**config.mk**
```make
export PLATFORM = sky130hd
export DESIGN_NAME = branch_predictor_btb_flat
export DESIGN_NICKNAME = d
export VERILOG_FILES = /design/src/rtl/branch_predictor_btb_pkg.sv /design/src/rtl/branch_predictor_btb_if.sv /design/src/rtl/branch_predictor_btb_sat_counter.sv /design/src/rtl/branch_predictor_btb.sv /design/src/flat_wrapper.sv
export SDC_FILE = /design/constraint.sdc
export NUM_CORES = 2
export LEC_CHECK = 0
export CAP_MARGIN = 0
export CELL_PAD_IN_SITES_DETAIL_PLACEMENT = 0
export CELL_PAD_IN_SITES_GLOBAL_PLACEMENT = 1
export CORE_ASPECT_RATIO = 0.7
export CORE_UTILIZATION = 53
export CTS_BUF_LIST = sky130_fd_sc_hd__clkbuf_2 sky130_fd_sc_hd__clkbuf_4 sky130_fd_sc_hd__clkbuf_8
export CTS_CLUSTER_SIZE = 12
export DETAILED_ROUTE_END_ITERATION = 16
export PLACE_DENSITY = 0.88
export SLEW_MARGIN = 20
export SYNTH_ARGS = -nofsm -noshare
export SYNTH_HDL_FRONTEND = slang
export SYNTH_SLANG_ARGS = --single-unit
```
**constraint.sdc**
```tcl
create_clock -name clk -period 6.4 [get_ports clk]
set_clock_uncertainty 0.1 [all_clocks]
set_input_delay 1.28 -clock clk [delete_from_list [all_inputs] [get_ports clk]]
set_output_delay 1.28 -clock clk [all_outputs]
set_load 0.05 [all_outputs]
```
**src/rtl/branch_predictor_btb_pkg.sv**
```systemverilog
// Shared core definitions: architectural widths, PC increment and the encodings
// used by the branch predictor's direction counters.
package core_pkg;

    localparam int XLEN   = 64;
    localparam int PC_INC = 4;

    function automatic int idx_w(input int entries);
        return $clog2(entries);
    endfunction

    // Weakly taken: MSB set, everything below clear (2'b10 for a 2-bit counter).
    function automatic logic [31:0] ctr_weak_taken(input int ctr_w);
        return 32'(1) << (ctr_w - 1);
    endfunction

    function automatic logic [31:0] ctr_weak_not_taken(input int ctr_w);
        return (32'(1) << (ctr_w - 1)) - 32'd1;
    endfunction

endpackage

```
**src/rtl/branch_predictor_btb_if.sv**
```systemverilog
// Fetch-lookup / execute-update bus of the branch target buffer.
// upd_valid is a single-cycle strobe with no ready: the BTB always accepts the
// resolved branch presented with it at the next rising edge; all other update
// fields are ignored while upd_valid is low.
interface branch_predictor_btb_if #(
    parameter int ADDR_W = 64,
    parameter int PERF_W = 32
);
    logic [ADDR_W-1:0] lookup_pc;
    logic              pred_hit;
    logic              pred_taken;
    logic [ADDR_W-1:0] pred_target;
    logic              upd_valid;
    logic [ADDR_W-1:0] upd_pc;
    logic              upd_taken;
    logic [ADDR_W-1:0] upd_target;
    logic              upd_mispredict;
    logic              flush;
    logic [PERF_W-1:0] mispredict_count;

    modport master (
        output lookup_pc, upd_valid, upd_pc, upd_taken, upd_target, upd_mispredict, flush,
        input  pred_hit, pred_taken, pred_target, mispredict_count
    );

    modport slave (
        input  lookup_pc, upd_valid, upd_pc, upd_taken, upd_target, upd_mispredict, flush,
        output pred_hit, pred_taken, pred_target, mispredict_count
    );
endinterface

```
**src/rtl/branch_predictor_btb_sat_counter.sv**
```systemverilog
// Saturating up/down counter with a parallel load; used for the per-entry
// direction counters and the mispredict performance counter.
module sat_counter #(
    parameter int               WIDTH   = 2,
    parameter logic [WIDTH-1:0] RST_VAL = '0
) (
    input  logic             clk,
    input  logic             reset,
    input  logic             i_load,
    input  logic [WIDTH-1:0] i_load_val,
    input  logic             i_inc,
    input  logic             i_dec,
    output logic [WIDTH-1:0] o_count
);

    logic [WIDTH-1:0] r_count;

    always_ff @(posedge clk or negedge reset) begin
        if (!reset) begin
            r_count <= RST_VAL;
        end else if (i_load) begin
            r_count <= i_load_val;
        end else if (i_inc && !i_dec && (r_count != '1)) begin
            r_count <= r_count + WIDTH'(1);
        end else if (i_dec && !i_inc && (r_count != '0)) begin
            r_count <= r_count - WIDTH'(1);
        end
    end

    assign o_count = r_count;

endmodule

```
**src/rtl/branch_predictor_btb.sv**
```systemverilog
// Direct-mapped, tagged branch target buffer with per-entry saturating direction
// counters, bulk flush and a saturating mispredict counter.
module branch_predictor_btb
    import core_pkg::*;
#(
    parameter int ENTRIES = 16,
    parameter int ADDR_W  = XLEN,
    parameter int CTR_W   = 2,
    parameter int PERF_W  = 32
) (
    input  logic                 clk,
    input  logic                 reset,
    branch_predictor_btb_if.slave bp
);

    localparam int               IDX_W   = idx_w(ENTRIES);
    localparam int               TAG_W   = ADDR_W - IDX_W - 2;
    localparam logic [CTR_W-1:0] CTR_WT  = CTR_W'(ctr_weak_taken(CTR_W));
    localparam logic [CTR_W-1:0] CTR_WNT = CTR_W'(ctr_weak_not_taken(CTR_W));

    logic [ENTRIES-1:0] r_valid;
    logic [TAG_W-1:0]   r_tag    [ENTRIES];
    logic [ADDR_W-1:0]  r_target [ENTRIES];
    logic [CTR_W-1:0]   w_ctr    [ENTRIES];

    logic [IDX_W-1:0] w_lk_idx;
    logic [TAG_W-1:0] w_lk_tag;
    logic             w_lk_hit;
    logic [IDX_W-1:0] w_up_idx;
    logic [TAG_W-1:0] w_up_tag;
    logic             w_up_hit;
    logic             w_train;
    logic             w_alloc;
    logic             w_unused;

    // Byte offset within the instruction word never participates in addressing.
    assign w_unused = ^{bp.lookup_pc[1:0], bp.upd_pc[1:0]};

    assign w_lk_idx = bp.lookup_pc[IDX_W+1:2];
    assign w_lk_tag = bp.lookup_pc[ADDR_W-1:IDX_W+2];
    assign w_lk_hit = r_valid[w_lk_idx] && (r_tag[w_lk_idx] == w_lk_tag);

    // Lookup reads stored state only, so a same-index update is seen next cycle.
    assign bp.pred_hit    = w_lk_hit;
    assign bp.pred_taken  = w_lk_hit && w_ctr[w_lk_idx][CTR_W-1];
    assign bp.pred_target = w_lk_hit ? r_target[w_lk_idx] : bp.lookup_pc + ADDR_W'(PC_INC);

    assign w_up_idx = bp.upd_pc[IDX_W+1:2];
    assign w_up_tag = bp.upd_pc[ADDR_W-1:IDX_W+2];
    assign w_up_hit = r_valid[w_up_idx] && (r_tag[w_up_idx] == w_up_tag);

    // Flush takes priority over training in the same cycle.
    assign w_train = bp.upd_valid && !bp.flush;
    assign w_alloc = w_train && bp.upd_taken && !w_up_hit;

    always_ff @(posedge clk or negedge reset) begin
        if (!reset) begin
            r_valid <= '0;
            for (int i = 0; i < ENTRIES; i++) begin
                r_tag[i]    <= '0;
                r_target[i] <= '0;
            end
        end else if (bp.flush) begin
            r_valid <= '0;
        end else if (w_train && bp.upd_taken) begin
            r_valid[w_up_idx]  <= 1'b1;
            r_tag[w_up_idx]    <= w_up_tag;
            r_target[w_up_idx] <= bp.upd_target;
        end
    end

    for (genvar g = 0; g < ENTRIES; g++) begin : g_ctr
        logic w_sel;
        assign w_sel = (w_up_idx == IDX_W'(g));

        sat_counter #(
            .WIDTH   (CTR_W),
            .RST_VAL (CTR_WNT)
        ) u_ctr (
            .clk        (clk),
            .reset      (reset),
            .i_load     (w_alloc && w_sel),
            .i_load_val (CTR_WT),
            .i_inc      (w_train && w_up_hit && bp.upd_taken && w_sel),
            .i_dec      (w_train && w_up_hit && !bp.upd_taken && w_sel),
            .o_count    (w_ctr[g])
        );
    end

    // Counts regardless of flush; only reset clears it.
    sat_counter #(
        .WIDTH   (PERF_W),
        .RST_VAL ('0)
    ) u_perf (
        .clk        (clk),
        .reset      (reset),
        .i_load     (1'b0),
        .i_load_val ('0),
        .i_inc      (bp.upd_valid && bp.upd_mispredict),
        .i_dec      (1'b0),
        .o_count    (bp.mispredict_count)
    );

endmodule

```
**src/flat_wrapper.sv**
```systemverilog
// flat-port wrapper written by rule: the top's interface ports become plain ports
module branch_predictor_btb_flat import core_pkg::*;
#(
    parameter int ENTRIES = 16,
    parameter int ADDR_W  = XLEN,
    parameter int CTR_W   = 2,
    parameter int PERF_W  = 32
)
  (clk, reset, bp_lookup_pc, bp_upd_valid, bp_upd_pc, bp_upd_taken, bp_upd_target, bp_upd_mispredict, bp_flush, bp_pred_hit, bp_pred_taken, bp_pred_target, bp_mispredict_count);
  branch_predictor_btb_if #(.ADDR_W(ADDR_W), .PERF_W(PERF_W)) bp_i ();
  input  logic clk;
  input  logic reset;
  input wire logic [$bits(bp_i.lookup_pc)-1:0] bp_lookup_pc;
  input wire logic [$bits(bp_i.upd_valid)-1:0] bp_upd_valid;
  input wire logic [$bits(bp_i.upd_pc)-1:0] bp_upd_pc;
  input wire logic [$bits(bp_i.upd_taken)-1:0] bp_upd_taken;
  input wire logic [$bits(bp_i.upd_target)-1:0] bp_upd_target;
  input wire logic [$bits(bp_i.upd_mispredict)-1:0] bp_upd_mispredict;
  input wire logic [$bits(bp_i.flush)-1:0] bp_flush;
  output wire logic [$bits(bp_i.pred_hit)-1:0] bp_pred_hit;
  output wire logic [$bits(bp_i.pred_taken)-1:0] bp_pred_taken;
  output wire logic [$bits(bp_i.pred_target)-1:0] bp_pred_target;
  output wire logic [$bits(bp_i.mispredict_count)-1:0] bp_mispredict_count;
  assign bp_i.lookup_pc = bp_lookup_pc;
  assign bp_i.upd_valid = bp_upd_valid;
  assign bp_i.upd_pc = bp_upd_pc;
  assign bp_i.upd_taken = bp_upd_taken;
  assign bp_i.upd_target = bp_upd_target;
  assign bp_i.upd_mispredict = bp_upd_mispredict;
  assign bp_i.flush = bp_flush;
  assign bp_pred_hit = bp_i.pred_hit;
  assign bp_pred_taken = bp_i.pred_taken;
  assign bp_pred_target = bp_i.pred_target;
  assign bp_mispredict_count = bp_i.mispredict_count;
  branch_predictor_btb #(.ENTRIES(ENTRIES), .ADDR_W(ADDR_W), .CTR_W(CTR_W), .PERF_W(PERF_W)) u_core (.clk(clk), .reset(reset), .bp(bp_i));
endmodule
```
==> qor.yml <==
required_ns: 5.02
clk_pin_slew_worst_paths_ns: 0.06
design.final.nets: 8722
io_buffer_count: 293
ctsLongestPathBuffers: 4
grt_max_degree: 205
clkLatencyLatePin_ns: 0.99
first_global_vias: 74400
detailedRoute.firstIterationViolations: 9728
per_instance_average_area_after_synthesis_um2: 12.4
p_leak_nw: 55.0
cts-root-buf: "sky130_fd_sc_hd__clkbuf_8"
chipHeight_um: 369
layout_common_cells: "2316 x sky130_fd_sc_hd__nand2_1, 2016 x sky130_fd_sc_hd__dfrtp_1, 1204 x sky130_fd_sc_hd__mux2_2"
residual_overflow_from_global_routing: 0
hold_viol: 0
slew_viol_final: 0
post-route-util: 0.613
post-route-drc-count: 0
fin_hold_ws_ns: 0.222
synth-async-reset-ratio: 1.00
final.setup.worst_slack_ns: -0.129
antenna_violations_before_repair: 43
cts_num_sinks: 2032
worst_pin_slew_ns: 1.21
max_cap_violations: 0
hpwl_um: 208000
layout-drive-gt1-share: 0.352
mappedNetlistNets: 8470
rows: 134
wire_length_of_the_first_global_routing_pass_um: 502000
synth.yosys.seq_area_share: 0.498
wirelength_um: 341000
area_growth_pct: 14.6
fill_cells: 14300
initial_utilization: 0.535
category_of_the_critical_setup_timing_path: "in2out"
top_level_ports: 296
drt_pass1_iterations: 8
critPathMaxFanout: 16
fp.coreArea_um2: 191000
synth.distinct_cells: 74
timing.final.crit_share: 1.02
timing.final.crit_period_ns: 6.53
gp_congestion: 0.981
synth_top_flop_cell: "sky130_fd_sc_hd__dfrtp_1"
drt-vias-per-instance: 6.60
numCtsBuffers: 321
grtUsageTotal: 0.350
seq_cells_post_synth: 2032
vias: 74400
detail-route-antenna-nets: 0
critical_path_arrival_ns: 5.15
die_w_um: 527
postSynthCellCount: 8270
grt_setup_unrepaired: "yes"
failed_checks: "setup timing"
post_synth_edffs: 0
warnings_from_yosys: 0
result_of_the_run: "finished with violations"
worstSetupStartpointType: "input pin"
tritoncts_clock_tree: "built"
total_power_divided_by_cell_area_nw_per_um2: 282
syn_area_um2: 102000
setup_total_negative_slack_ns: -5.45
final_total_power_mw: 33.1
wl_per_cell_um: 30.3
ctsHtreeMaxLevel: 5
fmax_ghz: 0.153
finalSetupViolations: 65
relSlewSlack: 0.190
peakVddDrop_v: 0.000192
dieArea_um2: 195000
final_common_cell: "sky130_fd_sc_hd__nand2_1"
worst_hold_path_type: "in2async"
worstSetupEndpointType: "primary output"
-- worst paths after layout --
path | from | endpoint | slack (ns) | depth (start not counted)
max in group asynchronous | reset | u_core.r_target[107]$_DFFE_PN0P_ | 4.39 | 3
min reg2reg | u_core.r_target[614]$_DFFE_PN0P_ | u_core.r_target[614]$_DFFE_PN0P_ | 0.37 | 2
max | bp_lookup_pc[2] | bp_pred_target[9] | -0.13 | 15
max reg2reg | u_core.r_tag[512]$_DFFE_PN0P_ | u_core.g_ctr[1].u_ctr.o_count[1]$_DFFE_PN0P_ | 1.97 | 8
min in group clk | u_core.r_target[614]$_DFFE_PN0P_ | u_core.r_target[614]$_DFFE_PN0P_ | 0.37 | 2
min | reset | u_core.r_tag[892]$_DFFE_PN0P_ | 0.22 | 1
-- flip-flops by register name, indices dropped and copies added, names as in the netlist --
name / count
u_core.r_target: 1024
u_core.u_perf.o_count: 32
u_core.g_ctr.u_ctr.o_count: 32
u_core.r_tag: 928
u_core.r_valid: 16
-- logic make-up (layout without fill, tap and decap cells) --
| kind of cell | count (synthesis) | count (layout) | synth area share |
|---|---|---|---|
| buffers and inverters | 762 | 1241 | 0.0307 |
| muxes | 2155 | 2155 | 0.324 |
| AOI/OAI and AO/OA | 439 | 439 | 0.0270 |
| other | 0 | 19 | 0 |
| DFF | 2032 | 2032 | 0.498 |
| adders and majority gates | 2 | 2 | 0.000245 |
| and+or+nand+nor | 2700 | 2700 | 0.105 |
| xor gates and xnor gates | 180 | 180 | 0.0154 |
-- Yosys cell counts (all sizes together), types with 7 or more instances --
| library cell | instances | share of area |
|---|---|---|
| nand2 | 2326 | 0.085 |
| nand4 | 27 | 0.0017 |
| clkbuf | 525 | 0.019 |
| a31o | 7 | 0.00060 |
| o31ai | 7 | 0.00051 |
| buf | 200 | 0.010 |
| nor2 | 119 | 0.0044 |
| nor2b | 22 | 0.0013 |
| and2 | 13 | 0.00080 |
| nand3 | 60 | 0.0029 |
| o22ai | 37 | 0.0023 |
| inv | 36 | 0.0013 |
| and3 | 35 | 0.0021 |
| o2111ai | 7 | 0.00060 |
| nor4 | 16 | 0.0010 |
| dfstp | 16 | 0.0041 |
| a22oi | 39 | 0.0029 |
| mux2 | 1211 | 0.13 |
| nor3 | 31 | 0.0015 |
| xor2 | 64 | 0.0055 |
| o211ai | 8 | 0.00059 |
| a21oi | 73 | 0.0036 |
| and4 | 13 | 0.0011 |
| a211oi | 12 | 0.00088 |
| xnor2 | 116 | 0.0099 |
| mux2i | 141 | 0.014 |
| or3 | 7 | 0.00043 |
| mux4 | 803 | 0.18 |
| a221oi | 7 | 0.00060 |
| o21ai | 176 | 0.0086 |
| dfrtp | 2016 | 0.49 |
| nand2b | 8 | 0.00049 |
-- power breakdown --
group	leakage (nW)	switching [mW]	total (mW)	internal (mW)
combinational	24.5	2.80	5.75	2.94
clock	3.56	5.33	11.7	6.39
sequential	27.0	1.13	15.6	14.5
total	55.0	9.26	33.1	23.8
-- final cells by class --
| cell class | instances | area, um^2 | area share |
|---|---|---|---|
| Tap cell | 2516 | 3150 | 0.0269 |
| Multi-Input combinational cell | 5476 | 48600 | 0.415 |
| Antenna cell | 19 | 47.5 | 0.000406 |
| Sequential cell | 2032 | 50900 | 0.434 |
| Clock inverter | 48 | 395 | 0.00337 |
| Clock buffer | 502 | 6290 | 0.0537 |
| Inverter | 37 | 139 | 0.00118 |
| Timing Repair Buffer | 654 | 7720 | 0.0659 |
-- through the flow --
step | std cells | cell area [um^2] | setup slack [ns]
after detailed placement | 10700 | 110000 | -0.717
final | 11300 | 117000 | -0.129
after global routing | 11300 | 117000 | -0.107
after global placement | 10700 | 110000 | -0.618
after CTS | 11200 | 117000 | 0.000414
after floorplan | 8270 | 102000 | 0.0146
-- what timing repair did --
action / 4_1_cts / 5_1_grt
pin swaps: 7 / 7
gates resized for setup: 23 / 37
hold buffers: 0 / 0
setup buffers: 9 / 22
gates cloned: 4 / 4
setup endpoints to repair: 66 / 65
-- routing by layer --
| layer | wire length, um | GRT usage | up-vias |
|---|---|---|---|
| li1 | - | - | 29900 |
| met3 | 43800 | 0.113 | 905 |
| met1 | 130000 | 0.483 | 38800 |
| met5 | 299 | 0 | - |
| met2 | 150000 | 0.503 | 4831 |
| met4 | 17800 | 0.172 | 44 |
-- worst max-delay path: stages --
cell and delay, ns:
sky130_fd_sc_hd__buf_16 0.18, sky130_fd_sc_hd__buf_16 0.17, sky130_fd_sc_hd__buf_12 0.16, sky130_fd_sc_hd__buf_8 0.12, sky130_fd_sc_hd__mux4_2 0.51, sky130_fd_sc_hd__mux4_2 0.60, sky130_fd_sc_hd__xnor2_2 0.21, sky130_fd_sc_hd__nand4_1 0.28
sky130_fd_sc_hd__nor4_2 0.38, sky130_fd_sc_hd__buf_4 0.18, sky130_fd_sc_hd__nand4_1 0.09, sky130_fd_sc_hd__buf_6 0.20, sky130_fd_sc_hd__clkbuf_16 0.23, sky130_fd_sc_hd__mux2_2 0.32, sky130_fd_sc_hd__buf_12 0.15
Note: power is estimated with default switching activity, not from simulation.
